## src/rtl/alu_regfile_flags_if.sv

```systemverilog
// Bus bundle between the ALU sequencing logic (master) and the architectural
// state block (slave): operand reads, writeback, and flag-stack control.
interface alu_regfile_flags_if #(
    parameter int AW = 3,
    parameter int CW = 3
);
    logic [AW-1:0] rd_a_addr;
    logic [AW-1:0] rd_b_addr;
    logic [7:0]    a_out;
    logic [7:0]    b_out;
    logic [3:0]    flags_out;
    logic          wb_valid;
    logic          wb_reg_en;
    logic [AW-1:0] wb_addr;
    logic [7:0]    wb_data;
    logic [3:0]    wb_flags;
    logic [3:0]    wb_flag_mask;
    logic          flag_push;
    logic          flag_pop;
    logic [CW-1:0] stk_count;
    logic          stk_err;
    logic          err_clr;

    modport master (
        output rd_a_addr, rd_b_addr, wb_valid, wb_reg_en, wb_addr, wb_data,
               wb_flags, wb_flag_mask, flag_push, flag_pop, err_clr,
        input  a_out, b_out, flags_out, stk_count, stk_err
    );

    modport slave (
        input  rd_a_addr, rd_b_addr, wb_valid, wb_reg_en, wb_addr, wb_data,
               wb_flags, wb_flag_mask, flag_push, flag_pop, err_clr,
        output a_out, b_out, flags_out, stk_count, stk_err
    );
endinterface

```

## src/rtl/alu_regfile_flags.sv

```systemverilog
// ALU architectural state: register file with two combinational read ports,
// {C,S,V,Z} status register with masked writeback, and a LIFO flag save stack.
module alu_regfile_flags #(
    parameter int NUM_REGS    = 8,
    parameter int AW          = 3,
    parameter int STACK_DEPTH = 4,
    parameter int ZERO_R0     = 0
) (
    input  logic                 clk,
    input  logic                 rst_n,
    alu_regfile_flags_if.slave   bus
);
    localparam int CW = $clog2(STACK_DEPTH) + 1;

    logic [NUM_REGS-1:0][7:0]    reg_q;
    logic [STACK_DEPTH-1:0][3:0] stk_q;

    logic [3:0]    flags_reg, flags_next;
    logic [CW-1:0] sp_reg, sp_next;
    logic          stk_err_reg, stk_err_next;

    logic push_req, pop_req, both_req;
    logic push_ok, pop_ok, err_set;
    logic [3:0] top_flags;

    genvar gi;

    // Register file: each register is its own flop so reset clears everything at once.
    generate
        for (gi = 0; gi < NUM_REGS; gi++) begin : g_reg
            if (ZERO_R0 != 0 && gi == 0) begin : g_zero
                assign reg_q[gi] = 8'h00;
            end else begin : g_live
                logic [7:0] data_reg;
                logic       wr_en;
                assign wr_en = bus.wb_valid & bus.wb_reg_en & (bus.wb_addr == AW'(gi));
                always_ff @(posedge clk or negedge rst_n) begin
                    if (!rst_n) begin
                        data_reg <= 8'h00;
                    end else if (wr_en) begin
                        data_reg <= bus.wb_data;
                    end
                end
                assign reg_q[gi] = data_reg;
            end
        end

        for (gi = 0; gi < STACK_DEPTH; gi++) begin : g_stk
            logic [3:0] entry_reg;
            always_ff @(posedge clk or negedge rst_n) begin
                if (!rst_n) begin
                    entry_reg <= 4'h0;
                end else if (push_ok && sp_reg == CW'(gi)) begin
                    entry_reg <= flags_reg;
                end
            end
            assign stk_q[gi] = entry_reg;
        end
    endgenerate

    // A simultaneous push and pop is a protocol error; neither side takes effect.
    always_comb begin
        both_req  = bus.flag_push & bus.flag_pop;
        push_req  = bus.flag_push & ~bus.flag_pop;
        pop_req   = bus.flag_pop & ~bus.flag_push;
        push_ok   = push_req && (sp_reg != CW'(STACK_DEPTH));
        pop_ok    = pop_req && (sp_reg != '0);
        err_set   = both_req | (push_req & ~push_ok) | (pop_req & ~pop_ok);

        top_flags = 4'h0;
        for (int i = 0; i < STACK_DEPTH; i++) begin
            if (sp_reg == CW'(i + 1)) begin
                top_flags = stk_q[i];
            end
        end

        sp_next = sp_reg;
        if (push_ok) begin
            sp_next = sp_reg + CW'(1);
        end else if (pop_ok) begin
            sp_next = sp_reg - CW'(1);
        end

        // A pop overrides every flag bit of a concurrent writeback.
        flags_next = flags_reg;
        if (bus.wb_valid) begin
            flags_next = (flags_reg & ~bus.wb_flag_mask) | (bus.wb_flags & bus.wb_flag_mask);
        end
        if (pop_ok) begin
            flags_next = top_flags;
        end

        stk_err_next = stk_err_reg;
        if (err_set) begin
            stk_err_next = 1'b1;
        end else if (bus.err_clr) begin
            stk_err_next = 1'b0;
        end
    end

    always_ff @(posedge clk or negedge rst_n) begin
        if (!rst_n) begin
            flags_reg   <= 4'h0;
            sp_reg      <= '0;
            stk_err_reg <= 1'b0;
        end else begin
            flags_reg   <= flags_next;
            sp_reg      <= sp_next;
            stk_err_reg <= stk_err_next;
        end
    end

    // No write-to-read bypass: keeps the ALU operand path free of a loop.
    assign bus.a_out     = reg_q[bus.rd_a_addr];
    assign bus.b_out     = reg_q[bus.rd_b_addr];
    assign bus.flags_out = flags_reg;
    assign bus.stk_count = sp_reg;
    assign bus.stk_err   = stk_err_reg;
endmodule

```

## src/flat_wrapper.sv

```systemverilog
// flat-port wrapper written by rule: the top's interface ports become plain ports
module alu_regfile_flags_flat 
#(
    parameter int NUM_REGS    = 8,
    parameter int AW          = 3,
    parameter int STACK_DEPTH = 4,
    parameter int ZERO_R0     = 0
)
  (clk, rst_n, bus_rd_a_addr, bus_rd_b_addr, bus_wb_valid, bus_wb_reg_en, bus_wb_addr, bus_wb_data, bus_wb_flags, bus_wb_flag_mask, bus_flag_push, bus_flag_pop, bus_err_clr, bus_a_out, bus_b_out, bus_flags_out, bus_stk_count, bus_stk_err);
  alu_regfile_flags_if #(.AW(AW)) bus_i ();
  input  logic clk;
  input  logic rst_n;
  input wire logic [$bits(bus_i.rd_a_addr)-1:0] bus_rd_a_addr;
  input wire logic [$bits(bus_i.rd_b_addr)-1:0] bus_rd_b_addr;
  input wire logic [$bits(bus_i.wb_valid)-1:0] bus_wb_valid;
  input wire logic [$bits(bus_i.wb_reg_en)-1:0] bus_wb_reg_en;
  input wire logic [$bits(bus_i.wb_addr)-1:0] bus_wb_addr;
  input wire logic [$bits(bus_i.wb_data)-1:0] bus_wb_data;
  input wire logic [$bits(bus_i.wb_flags)-1:0] bus_wb_flags;
  input wire logic [$bits(bus_i.wb_flag_mask)-1:0] bus_wb_flag_mask;
  input wire logic [$bits(bus_i.flag_push)-1:0] bus_flag_push;
  input wire logic [$bits(bus_i.flag_pop)-1:0] bus_flag_pop;
  input wire logic [$bits(bus_i.err_clr)-1:0] bus_err_clr;
  output wire logic [$bits(bus_i.a_out)-1:0] bus_a_out;
  output wire logic [$bits(bus_i.b_out)-1:0] bus_b_out;
  output wire logic [$bits(bus_i.flags_out)-1:0] bus_flags_out;
  output wire logic [$bits(bus_i.stk_count)-1:0] bus_stk_count;
  output wire logic [$bits(bus_i.stk_err)-1:0] bus_stk_err;
  assign bus_i.rd_a_addr = bus_rd_a_addr;
  assign bus_i.rd_b_addr = bus_rd_b_addr;
  assign bus_i.wb_valid = bus_wb_valid;
  assign bus_i.wb_reg_en = bus_wb_reg_en;
  assign bus_i.wb_addr = bus_wb_addr;
  assign bus_i.wb_data = bus_wb_data;
  assign bus_i.wb_flags = bus_wb_flags;
  assign bus_i.wb_flag_mask = bus_wb_flag_mask;
  assign bus_i.flag_push = bus_flag_push;
  assign bus_i.flag_pop = bus_flag_pop;
  assign bus_i.err_clr = bus_err_clr;
  assign bus_a_out = bus_i.a_out;
  assign bus_b_out = bus_i.b_out;
  assign bus_flags_out = bus_i.flags_out;
  assign bus_stk_count = bus_i.stk_count;
  assign bus_stk_err = bus_i.stk_err;
  alu_regfile_flags #(.NUM_REGS(NUM_REGS), .AW(AW), .STACK_DEPTH(STACK_DEPTH), .ZERO_R0(ZERO_R0)) u_core (.clk(clk), .rst_n(rst_n), .bus(bus_i));
endmodule
```

## config.mk

```make
export PLATFORM = sky130hd
export DESIGN_NAME = alu_regfile_flags_flat
export DESIGN_NICKNAME = d
export VERILOG_FILES = /design/src/rtl/alu_regfile_flags_if.sv /design/src/rtl/alu_regfile_flags.sv /design/src/flat_wrapper.sv
export SDC_FILE = /design/constraint.sdc
export NUM_CORES = 1
export LEC_CHECK = 0
export ABC_AREA = 1
export BUFFER_PORTS_ARGS = -buffer_cell sky130_fd_sc_hd__buf_2
export CORE_MARGIN = 2
export CORE_UTILIZATION = 59
export DETAILED_ROUTE_END_ITERATION = 12
export PLACE_DENSITY_LB_ADDON = 0.08
export SLEW_MARGIN = 20
export SYNTH_ARGS = -nofsm -noshare
export SYNTH_HDL_FRONTEND = slang
export SYNTH_SLANG_ARGS = --single-unit
```

## constraint.sdc

```tcl
create_clock -name clk -period 1.7 [get_ports clk]
set_input_delay 0.17 -clock clk [delete_from_list [all_inputs] [get_ports clk]]
set_output_delay 0.17 -clock clk [all_outputs]
set_load 0.02 [all_outputs]
```

==> insert_results.sql, run 1 <==
INSERT INTO impl_metrics (metric_group, metric, value, unit) VALUES
('timing', 'rsz0062_at_grt', 'true', ''),
('global_route', 'first_pass_grt_wire_length', '20.6', 'mm'),
('worst_setup_path', 'timing.critical_path.cells', 'inv_1 -> a21oi_1 -> o21ai_0 -> o21ai_1 -> nand2_1 -> nand2_1 -> buf_2', ''),
('drt', 'vias', '4552', ''),
('worst_hold_path', 'holdPathStages', '3', ''),
('drt', 'routed_via_density', '5.62', ''),
('pwr', 'power.share.switching', '36.6', '%'),
('finish', 'largest_register_ffs', '64', ''),
('pwr', 'clock_network_fraction_of_total_power', '24.9', '%'),
('pwr', 'total_switching_power', '2.60', 'mW'),
('worst_setup_path', 'critical_path.startpoint_type', 'register', ''),
('timing', 'report.final.hold_viol_count', '0', ''),
('status', 'run_status', 'complete, no violations', ''),
('yosys', 'synthesis.nets', '685', ''),
('drt', 'ant_nets', '0', ''),
('cts', 'cts_sinks', '88', ''),
('yosys', 'netlist_instances', '647', ''),
('yosys', 'synth_flop_cell', 'dfrtp_1', ''),
('floorplanning', 'fp.dieArea', '9060', 'um2'),
('cts', 'ctsHtreeMaxLevel', '3', ''),
('timing', 'final.setup.tns', '0', 'ps'),
('yosys', 'synth_seq_cells', '88', ''),
('worst_setup_path', 'critical_path.most_common_cell', 'nand2_1', ''),
('yosys', 'yosysMostFrequentCell', 'nand2_1', ''),
('yosys', 'mean_post_synth_cell_area', '7.58', 'um2'),
('yosys', 'ys_warn_count', '0', ''),
('place', 'gp_congestion', '0.932', ''),
('yosys', 'netlist_top_cells_count', '164 x nand2_1, 103 x o21ai_1, 88 x dfrtp_1', ''),
('timing', 'max_slew.worst_pin.slew', '425', 'ps'),
('worst_setup_path', 'setup.reg_to_reg.worst_slack', '150', 'ps'),
('yosys', 'synth_edf_count', '0', ''),
('yosys', 'number_of_distinct_library_cell_variants_in_the_gate_level_netlist_after_synthesis', '28', ''),
('worst_hold_path', 'holdCritPathClass', 'in2reg', ''),
('global_route', 'grt_antenna_before_repair', '0', ''),
('global_route', 'grt_pass1_vias', '4320', ''),
('place', 'dpl.cell_count', '789', ''),
('place', 'post-dp-hpwl', '8.67', 'mm'),
('floorplanning', 'fp-row-count', '33', ''),
('timing', 'finalCritPeriodShare', '94.3', '%'),
('cts', 'worst_skew_pair.late_latency', '350', 'ps'),
('worst_setup_path', 'end_kind', 'primary output', ''),
('pwr', 'share_comb_of_total_power', '31.7', '%'),
('timing', 'timing_max_transition_violations_final', '0', ''),
('cts', 'cts_made_buffers', '9', ''),
('yosys', 'yosysSeqAreaShare', '44.9', '%'),
('worst_setup_path', 'worst_r2r_startpoint', 'u_core.bus.stk_count[1]', ''),
('pwr', 'cellLeakagePower', '2.82', 'nW'),
('drt', 'wl_per_cell', '15.7', 'um'),
('drt', 'firstDrtPassIters', '5', ''),
('timing', 'clock-skew-final', '8.06', 'ps'),
('drt', 'drtIter0Drc', '322', ''),
('drt', 'routed_wl', '12.7', 'mm'),
('global_route', 'grt_max_degree', '40', ''),
('timing', 'final-setup-viol-count', '0', ''),
('finish', 'layout-drive-gt1-share', '16.5', '%'),
('cts', 'clk_pin_slew', '90', 'ps'),
('floorplanning', 'initial_standard_cell_utilization_of_the_core', '60.3', '%'),
('cts', 'clock-root-buffer', 'clkbuf_8', ''),
('worst_hold_path', 'hold_path.startpoint', 'bus_wb_flags[1]', ''),
('worst_setup_path', 'worstPathArrival', '1430', 'ps'),
('cts', 'clock_tree.buffer_depth', '2', ''),
('pwr', 'p_seq_share', '43.4', '%'),
('cts', 'cts_tree', 'built', ''),
('worst_setup_path', 'critPathSlowestCell', 'dfrtp_1', ''),
('timing', 'period_needed', '1600', 'ps'),
('pwr', 'ir_drop', '0.811', 'mV'),
('worst_setup_path', 'timing.critical_path.fanout_max', '2', ''),
('worst_setup_path', 'worst_r2r_path_depth', '8', ''),
('drt', 'detail_route.drc_violations', '0', ''),
('timing', 'highest_clock_frequency_the_design_can_meet', '0.624', 'GHz'),
('yosys', 'synth.area.top_cells', 'dfrtp_1 45%, nand2_1 13%, o21ai_1 11%', '');
cells by family after synthesis:
group           after synthesis  share of synthesized area [%]
xor+xnor                      2                          0.357
flops                        88                           44.9
buf+inv                      89                           9.24
fa+ha+maj                     6                           1.53
simple gates                237                           20.4
compound gates              225                           23.6
worst max path at each step:
stage                                                   from                      end  slack [ps]  cells after the start
after floorplan                      u_core.bus.stk_count[0]                 register         160                      8
after global placement               u_core.bus.stk_count[0]                 register         160                      7
after detailed placement             u_core.bus.stk_count[0]  u_core.bus.stk_count[1]          80                      6
after CTS                            u_core.bus.stk_count[0]  u_core.bus.stk_count[1]          50                      6
after global routing                 u_core.bus.stk_count[0]                 register         -40                     10
final                     u_core.g_reg[5].g_live.data_reg[2]             bus_b_out[2]         100                      7
power groups by stage:
stage          combinational [mW]  sequential, mW  clock, mW
3_3_place_gp                 2.10            3.07          0
2_1_floorplan                1.52            3.08          0
4_1_cts                      2.19            3.06       1.80
5_1_grt                      2.55            3.14       1.88
6_report                     2.25            3.08       1.77
3_5_place_dp                 2.18            3.09          0
cells in the final DEF (no fill, tap or decap), types with 5 or more instances in the layout:
cell type / synthesis / final
nand2_1: 164 / 163
o21ai_1: 103 / 106
dfrtp_1: 88 / 87
o21ai_0: 79 / 76
inv_1: 55 / 55
nor2_1: 50 / 50
buf_2: 5 / 49
a21oi_1: 36 / 36
buf_4: 2 / 15
nand2_2: 9 / 10
clkbuf_8: 0 / 9
nand2_4: 5 / 5
ha_1: 6 / 5
buf_12: 0 / 5
worst max-delay path: cells and delay by family (launching register included):
family          cells  cell delay [ps]
simple gates        2              140
compound gates      3              350
flops               1              360
buf+inv             2              230
layout make-up:
| cell class | count | area (um2) | share of cell area [%] |
|---|---|---|---|
| Multi-Input combinational cell | 470 | 2260 | 40.6 |
| Clock buffer | 9 | 124 | 2.23 |
| Clock inverter | 7 | 124 | 2.23 |
| Timing Repair Buffer | 72 | 489 | 8.80 |
| Sequential cell | 88 | 2200 | 39.7 |
| Tap cell | 105 | 131 | 2.36 |
| Inverter | 59 | 226 | 4.08 |
routing by layer:
metal	global-route usage [%]	vias to the layer above	wire length (um)
met3	3.56	28	639
met1	36.2	2126	5270
met4	13.6	0	287
met5	0	-	0
li1	-	2221	-
met2	53.2	177	6510
per-stage QoR:
step | hold WS, ps | power, mW | area (um2) | util (%) | setup slack, ps
after CTS | 128 | 7.05 | 5490 | 67.5 | 55.0
after global placement | 124 | 5.16 | 5230 | 64.3 | 163
final | 127 | 7.10 | 5560 | 68.3 | 96.8
after global routing | 144 | 7.58 | 5560 | 68.3 | -39.4
after floorplan | -126 | 4.60 | 4900 | - | 163
after detailed placement | 135 | 5.27 | 5230 | 64.3 | 81.0
what timing repair did:
action,CTS,global route
setup buffers,0,3
gates resized for setup,0,13
endpoints found under the hold margin,30,0
setup endpoints to repair,0,25
hold buffers,2,0
No activity file was read; power rests on OpenSTA's default activity.
==> run 2: changes to the inputs <==
Settings changed: PLACE_DENSITY set to 0.85, PLACE_DENSITY_LB_ADDON 0.08 to unset.
==> insert_results.sql, run 2 (synthesis gave the netlist of run 1 again) <==
INSERT INTO impl_metrics (metric_group, metric, value, unit) VALUES
('status', 'run_status', 'complete, no violations', ''),
('cts', 'cts_tree', 'built', ''),
('pwr', 'power.share.switching', '38.9', '%'),
('global_route', 'globalRouteTotalUtil', '30.4', '%'),
('worst_setup_path', 'crit_required', '1530', 'ps'),
('finish', 'antennaDiodeCount', '0', ''),
('finish', 'layout-drive-gt1-share', '16.6', '%'),
('finish', 'filler_cell_count', '631', ''),
('worst_setup_path', 'timing.critical_path.cells', 'inv_1 -> a21oi_1 -> o21ai_0 -> o21ai_1 -> nand2_1 -> nand2_1 -> buf_2', ''),
('timing', 'timing.hold.ws', '105', 'ps'),
('cts', 'worst_skew_pair.late_latency', '370', 'ps'),
('timing', 'finalCritPeriodShare', '95.9', '%'),
('timing', 'clock-skew-final', '4.52', 'ps'),
('worst_setup_path', 'timing.critical_path.fanout_max', '2', ''),
('drt', 'routed_wl', '12.9', 'mm'),
('floorplanning', 'io_pins', '56', ''),
('finish', 'final_util', '67.9', '%'),
('global_route', 'grt_pass1_vias', '4320', ''),
('floorplanning', 'fp.dieArea', '9060', 'um2'),
('drt', 'ant_nets', '0', ''),
('worst_setup_path', 'critPathMaxStageDelay', '360', 'ps'),
('finish', 'num-nets-final', '739', ''),
('worst_hold_path', 'holdCritPathClass', 'in2reg', ''),
('timing', 'highest_clock_frequency_the_design_can_meet', '0.613', 'GHz'),
('worst_setup_path', 'critical_path_buf_inv_count', '2', ''),
('cts', 'cts_sinks', '88', ''),
('pwr', 'clock_network_fraction_of_total_power', '22.1', '%'),
('place', 'port_buffers', '55', ''),
('drt', 'firstDrtPassIters', '5', ''),
('finish', 'final_common_cell', 'nand2_1', ''),
('floorplanning', 'core-area', '8130', 'um2'),
('pwr', 'total_power', '6.89', 'mW'),
('worst_setup_path', 'critical_path.startpoint_type', 'register', ''),
('global_route', 'first_pass_grt_wire_length', '21.1', 'mm'),
('pwr', 'share_comb_of_total_power', '32.7', '%'),
('floorplanning', 'initial_standard_cell_utilization_of_the_core', '60.3', '%'),
('timing', 'period_needed', '1630', 'ps'),
('drt', 'drtIter0Drc', '590', ''),
('timing', 'timing_max_transition_violations_final', '0', ''),
('pwr', 'p_seq_share', '45.2', '%'),
('timing', 'report.final.hold_viol_count', '0', ''),
('place', 'gp_congestion', '0.903', ''),
('drt', 'routed_via_density', '5.77', ''),
('timing', 'final-setup-viol-count', '0', ''),
('drt', 'detail_route.drc_violations', '0', ''),
('worst_setup_path', 'setup.worst_path.class', 'reg2out', ''),
('finish', 'mostFrequentLayoutCells', '163 x nand2_1, 107 x o21ai_1, 87 x dfrtp_1, 75 x o21ai_0, 55 x inv_1', ''),
('worst_setup_path', 'worstPathArrival', '1460', 'ps'),
('cts', 'clock_tree.buffer_depth', '2', ''),
('worst_setup_path', 'critical_path.most_common_cell', 'nand2_1', ''),
('worst_setup_path', 'end_kind', 'primary output', ''),
('pwr', 'power.density_cell_area', '1250', 'nW/um2'),
('timing', 'slew_margin_rel', '70.9', '%'),
('drt', 'vias', '4677', ''),
('worst_setup_path', 'critPathSlowestCell', 'dfrtp_1', ''),
('pwr', 'ir_drop', '0.951', 'mV'),
('floorplanning', 'die_w', '95.2', 'um'),
('worst_setup_path', 'critical_path_s_top_delay_family', 'flip-flops', ''),
('global_route', 'grt_max_degree', '35', ''),
('cts', 'cts_made_buffers', '9', ''),
('cts', 'clk_pin_slew', '90', 'ps'),
('cts', 'ctsHtreeMaxLevel', '3', ''),
('floorplanning', 'fp-row-count', '33', ''),
('finish', 'largest_register_ffs', '64', ''),
('cts', 'clock-root-buffer', 'clkbuf_8', ''),
('floorplanning', 'die_h', '95.2', 'um'),
('pwr', 'cellLeakagePower', '2.81', 'nW'),
('timing', 'max_slew.worst_pin.slew', '436', 'ps'),
('job', 'cap_viol_max_count', '0', ''),
('drt', 'wl_per_cell', '15.9', 'um'),
('global_route', 'grt_antenna_before_repair', '0', ''),
('pwr', 'internal-power', '4.21', 'mW'),
('place', 'post-dp-hpwl', '8.63', 'mm'),
('pwr', 'total_switching_power', '2.68', 'mW'),
('global_route', 'globalRouteOverflowTotal', '0', ''),
('finish', 'syn2layout_area_growth', '12.7', '%');
[run 2: layout make-up]
class | count | area, um2 | share of cell area [%]
clock buffers | 9 | 124 | 2.24
repair buffers | 73 | 505 | 9.15
inverters | 59 | 226 | 4.10
flip-flops and latches | 88 | 2200 | 39.9
multi-input cells | 470 | 2260 | 40.9
well taps | 105 | 131 | 2.38
clock inverters | 7 | 77.6 | 1.40
[run 2: power groups by stage]
stage	Sequential [mW]	Combinational (mW)	Clock, mW
detailed placement	3.12	2.15	0
CTS	3.09	2.17	1.52
global route	3.18	2.55	1.63
global placement	3.09	2.05	0
floorplan	3.08	1.52	0
finish	3.12	2.25	1.52
[run 2: tightest hold or removal path: cells and delay by family]
kind	cells	cell delay [ps]
AO/OA/AOI/OAI	2	190
buffers and inverters	1	70
[run 2: layer usage]
| layer | vias up | part of all wire (%) | global-route usage [%] |
|---|---|---|---|
| li1 | 2227 | - | - |
| met1 | 2170 | 42 | 42.9 |
| met2 | 254 | 47 | 48.1 |
| met3 | 26 | 8.9 | 3.95 |
| met4 | 0 | 2.0 | 11.6 |
| met5 | - | 0 | 0 |
[run 2: metrics by stage]
step                      cells  TNS [ps]  worst slack, ps  area (um2)
after floorplan             647         0              163        4900
after global placement      789         0              161        5240
after detailed placement    789         0             46.7        5240
after CTS                   807         0             35.5        5460
after global routing        811     -38.4            -30.5        5530
final                       811         0             70.0        5530
[run 2: final timing paths]
check                                                    from                                 end  slack (ps)  cells after the start
setup / recovery           u_core.g_reg[1].g_live.data_reg[3]                        bus_b_out[3]          70                      7
hold / removal                                bus_wb_flags[0]                            register         110                      3
setup reg to reg                      u_core.bus.stk_count[1]                            register          70                      9
hold reg to reg            u_core.g_reg[1].g_live.data_reg[4]  u_core.g_reg[1].g_live.data_reg[4]         500                      2
max in group asynchronous                               rst_n  u_core.g_reg[3].g_live.data_reg[3]         860                      3
min in group asynchronous                               rst_n  u_core.g_reg[5].g_live.data_reg[2]         270                      2
[run 2: repair_timing]
item / 4_1_cts / 5_1_grt
gates resized for setup: 0 / 13
hold endpoints to repair: 32 / 0
hold buffers: 2 / 0
endpoints found under the setup margin: 0 / 14
buffers inserted: 0 / 4
==> run 3: changes to the inputs <==
Settings changed: ABC_AREA 1 to unset, PLACE_DENSITY 0.85 to 0.86.
==> insert_results.sql, run 3 <==
INSERT INTO impl_metrics (metric_group, metric, value, unit) VALUES
('yosys', 'yosysSeqAreaShare', '46.3', '%'),
('yosys', 'netlist_top_cells_count', '88 x dfrtp_1, 80 x mux2_2, 32 x mux4_2', ''),
('cts', 'clock_tree.buffer_depth', '2', ''),
('finish', 'num-nets-final', '441', ''),
('finish', 'layout-drive-gt1-share', '62.5', '%'),
('drt', 'route.met3.wl', '723', 'um'),
('timing', 'max_slew.worst_pin.slew', '483', 'ps'),
('worst_setup_path', 'timing.critical_path.cells', 'mux4_2 -> mux2_4 -> buf_6', ''),
('pwr', 'cellLeakagePower', '2.66', 'nW'),
('worst_setup_path', 'timing.rr.end', 'u_core.g_stk[3].entry_reg[0]', ''),
('place', 'dpl-instance-area', '5320', 'um2'),
('floorplanning', 'fp-row-count', '32', ''),
('yosys', 'netlist_instances', '320', ''),
('drt', 'wl_met2', '5.65', 'mm'),
('worst_setup_path', 'critical_path_buf_inv_count', '1', ''),
('place', 'port_buffers', '55', ''),
('global_route', 'grt_pass1_vias', '3399', ''),
('yosys', 'synth.area.top_cells', 'dfrtp_1 46%, mux2_2 19%, mux4_2 15%', ''),
('finish', 'final_common_cell', 'dfrtp_1', ''),
('timing', 'clock-skew-final', '8.08', 'ps'),
('timing', 'highest_clock_frequency_the_design_can_meet', '0.538', 'GHz'),
('yosys', 'synthesis.nets', '358', ''),
('pwr', 'power.density_cell_area', '1340', 'nW/um2'),
('drt', 'drt-met1-wl', '4.61', 'mm'),
('cts', 'clock-root-buffer', 'clkbuf_8', ''),
('worst_setup_path', 'timing.critical_path.fanout_max', '3', ''),
('drt', 'ant_nets', '0', ''),
('finish', 'antennaDiodeCount', '0', ''),
('worst_hold_path', 'holdPathStages', '3', ''),
('worst_setup_path', 'setup.worst_path.class', 'reg2out', ''),
('timing', 'period_needed', '1860', 'ps'),
('drt', 'routed_wl', '11.2', 'mm'),
('yosys', 'synth_top_area_cell', 'dfrtp_1', ''),
('yosys', 'synth_seq_cells', '88', ''),
('worst_setup_path', 'setup.reg_to_reg.worst_slack', '60', 'ps'),
('job', 'cap_viol_max_count', '0', ''),
('yosys', 'syn_area', '4750', 'um2'),
('cts', 'cts_tree', 'built', ''),
('yosys', 'synth.top_cell.area_share', '46.3', '%'),
('timing', 'timing.hold.ws', '87.0', 'ps'),
('floorplanning', 'core-area', '7770', 'um2'),
('yosys', 'ys_warn_count', '0', ''),
('cts', 'worst_skew_pair.late_latency', '360', 'ps'),
('finish', 'final_util', '75.1', '%'),
('yosys', 'synth-async-reset-ratio', '100', '%'),
('yosys', 'synth_flop_cell', 'dfrtp_1', ''),
('timing', 'rsz0062_at_grt', 'true', ''),
('status', 'run_status', 'finished, violations left', ''),
('cts', 'ctsHtreeMaxLevel', '3', ''),
('floorplanning', 'fp.dieArea', '8790', 'um2'),
('worst_setup_path', 'worstPathArrival', '1690', 'ps'),
('timing', 'final-setup-viol-count', '16', ''),
('yosys', 'synth_edf_count', '0', ''),
('yosys', 'yosysMostFrequentCell', 'dfrtp_1', ''),
('cts', 'cts_made_buffers', '9', ''),
('timing', 'report.final.hold_viol_count', '0', ''),
('global_route', 'globalRouteTotalUtil', '27.0', '%'),
('timing', 'finalCritPeriodShare', '109', '%'),
('floorplanning', 'die_h', '93.7', 'um'),
('timing', 'setup_ws', '-158', 'ps'),
('finish', 'mostFrequentLayoutCells', '85 x dfrtp_1, 65 x mux2_2, 38 x buf_2, 32 x mux4_2, 31 x mux2_4', ''),
('floorplanning', 'initial_standard_cell_utilization_of_the_core', '61.2', '%'),
('worst_setup_path', 'end_kind', 'primary output', ''),
('drt', 'detail_route.drc_violations', '0', ''),
('worst_setup_path', 'critPathMaxStageDelay', '480', 'ps'),
('drt', 'vias', '3203', ''),
('place', 'post-dp-hpwl', '7.34', 'mm'),
('global_route', 'grt_antenna_before_repair', '0', ''),
('yosys', 'number_of_distinct_library_cell_variants_in_the_gate_level_netlist_after_synthesis', '35', ''),
('global_route', 'globalRouteOverflowTotal', '0', ''),
('global_route', 'grt_max_degree', '39', ''),
('worst_setup_path', 'crit_required', '1530', 'ps'),
('global_route', 'first_pass_grt_wire_length', '17.8', 'mm'),
('pwr', 'ir_drop', '0.758', 'mV'),
('floorplanning', 'io_pins', '56', ''),
('yosys', 'mean_post_synth_cell_area', '14.9', 'um2'),
('status', 'violations', 'setup timing', ''),
('cts', 'cts_sinks', '88', ''),
('floorplanning', 'die_w', '93.7', 'um'),
('finish', 'syn2layout_area_growth', '22.7', '%'),
('cts', 'clk_pin_slew', '100', 'ps'),
('drt', 'wl_per_cell', '21.9', 'um'),
('timing', 'slew_margin_rel', '67.8', '%'),
('finish', 'largest_register_ffs', '64', ''),
('drt', 'routed_via_density', '6.28', ''),
('finish', 'final_cell_area', '5830', 'um2'),
('worst_setup_path', 'worst_r2r_startpoint', 'u_core.bus.stk_count[1]', ''),
('worst_setup_path', 'critical_path.startpoint_type', 'register', ''),
('worst_setup_path', 'critical_path_s_top_delay_family', 'multiplexers', ''),
('worst_hold_path', 'holdCritPathClass', 'in2reg', ''),
('timing', 'timing_max_transition_violations_final', '0', ''),
('worst_hold_path', 'hold_path.startpoint', 'bus_wb_flags[0]', ''),
('worst_setup_path', 'critPathSlowestCell', 'mux4_2', ''),
('drt', 'maxUsedRoutingLayer', 'met4', ''),
('drt', 'drtIter0Drc', '232', ''),
('place', 'gp_congestion', '0.899', ''),
('drt', 'firstDrtPassIters', '6', ''),
('worst_setup_path', 'worst_r2r_path_depth', '4', '');
[run 3: cell types whose count changed after synthesis, sizes merged, moves of 5 or more]
cell,before,now
clkbuf,9,4
inv,59,5
a21oi,36,11
mux4,0,32
o21ai,183,1
nand2,178,17
nand2b,0,9
mux2,0,96
nor2,57,10
buf,21,12
[run 3: logic make-up after synthesis]
| logic type | Yosys count | share of synthesized area (%) |
|---|---|---|
| compound gates | 26 | 3.79 |
| flops | 88 | 46.3 |
| xor+xnor | 2 | 0.369 |
| mux | 132 | 40.0 |
| fa+ha+maj | 6 | 1.58 |
| simple gates | 45 | 5.19 |
| buf+inv | 21 | 2.71 |
[run 3: where the power goes]
group / internal, mW / switching, mW
sequential: 2.69 / 0.528
combinational: 1.70 / 1.27
clock: 0.840 / 0.799
total: 5.23 / 2.59
[run 3: timing repair]
action,4_1_cts,5_1_grt
hold endpoints to repair,33,0
endpoints found under the setup margin,21,38
hold buffers,1,0
resized for setup,46,12
buffers inserted,6,5
pin swaps,0,6
[run 3: cell type report]
class                           count  area (um2)
Clock inverter                      7         101
Fill cell                         448        1930
Clock buffer                        9         124
Timing Repair Buffer               88         716
Inverter                            5        21.3
Multi-Input combinational cell    211        2540
Sequential cell                    88        2210
Tap cell                          102         128
[run 3: tightest hold or removal path: cells and delay by family]
kind	cells	cell delay [ps]
multiplexers	1	50
AO/OA/AOI/OAI	1	100
buffers and inverters	1	80
[run 3: worst max path at each step]
stage                     cells past startpoint  slack [ps]                           end                                from
after floorplan                               6           5  u_core.g_stk[0].entry_reg[0]             u_core.bus.stk_count[1]
after global placement                        5          60                      register             u_core.bus.stk_count[1]
after detailed placement                      5          -1  u_core.g_stk[0].entry_reg[0]             u_core.bus.stk_count[1]
after CTS                                     3        -160                  bus_b_out[1]  u_core.g_reg[0].g_live.data_reg[1]
after global routing                          3        -220                  bus_b_out[3]  u_core.g_reg[0].g_live.data_reg[3]
final                                         3        -160                  bus_b_out[3]  u_core.g_reg[0].g_live.data_reg[3]
[run 3: layer usage]
layer / vias to the layer above / track usage, %
met5: - / 0
met4: 0 / 9.54
met3: 23 / 5.70
met2: 126 / 43.1
met1: 1676 / 36.9
li1: 1378 / -
[run 3: metrics by stage]
step                worst slack (ps)  total power, mW  TNS, ps  cells
global placement                63.1             5.58        0    482
CTS                             -156             7.67    -2120    505
finish                          -158             7.83    -2130    510
global route                    -218             8.20    -2780    510
floorplan                       4.98             4.90        0    320
detailed placement             -1.15             5.75    -1.15    482
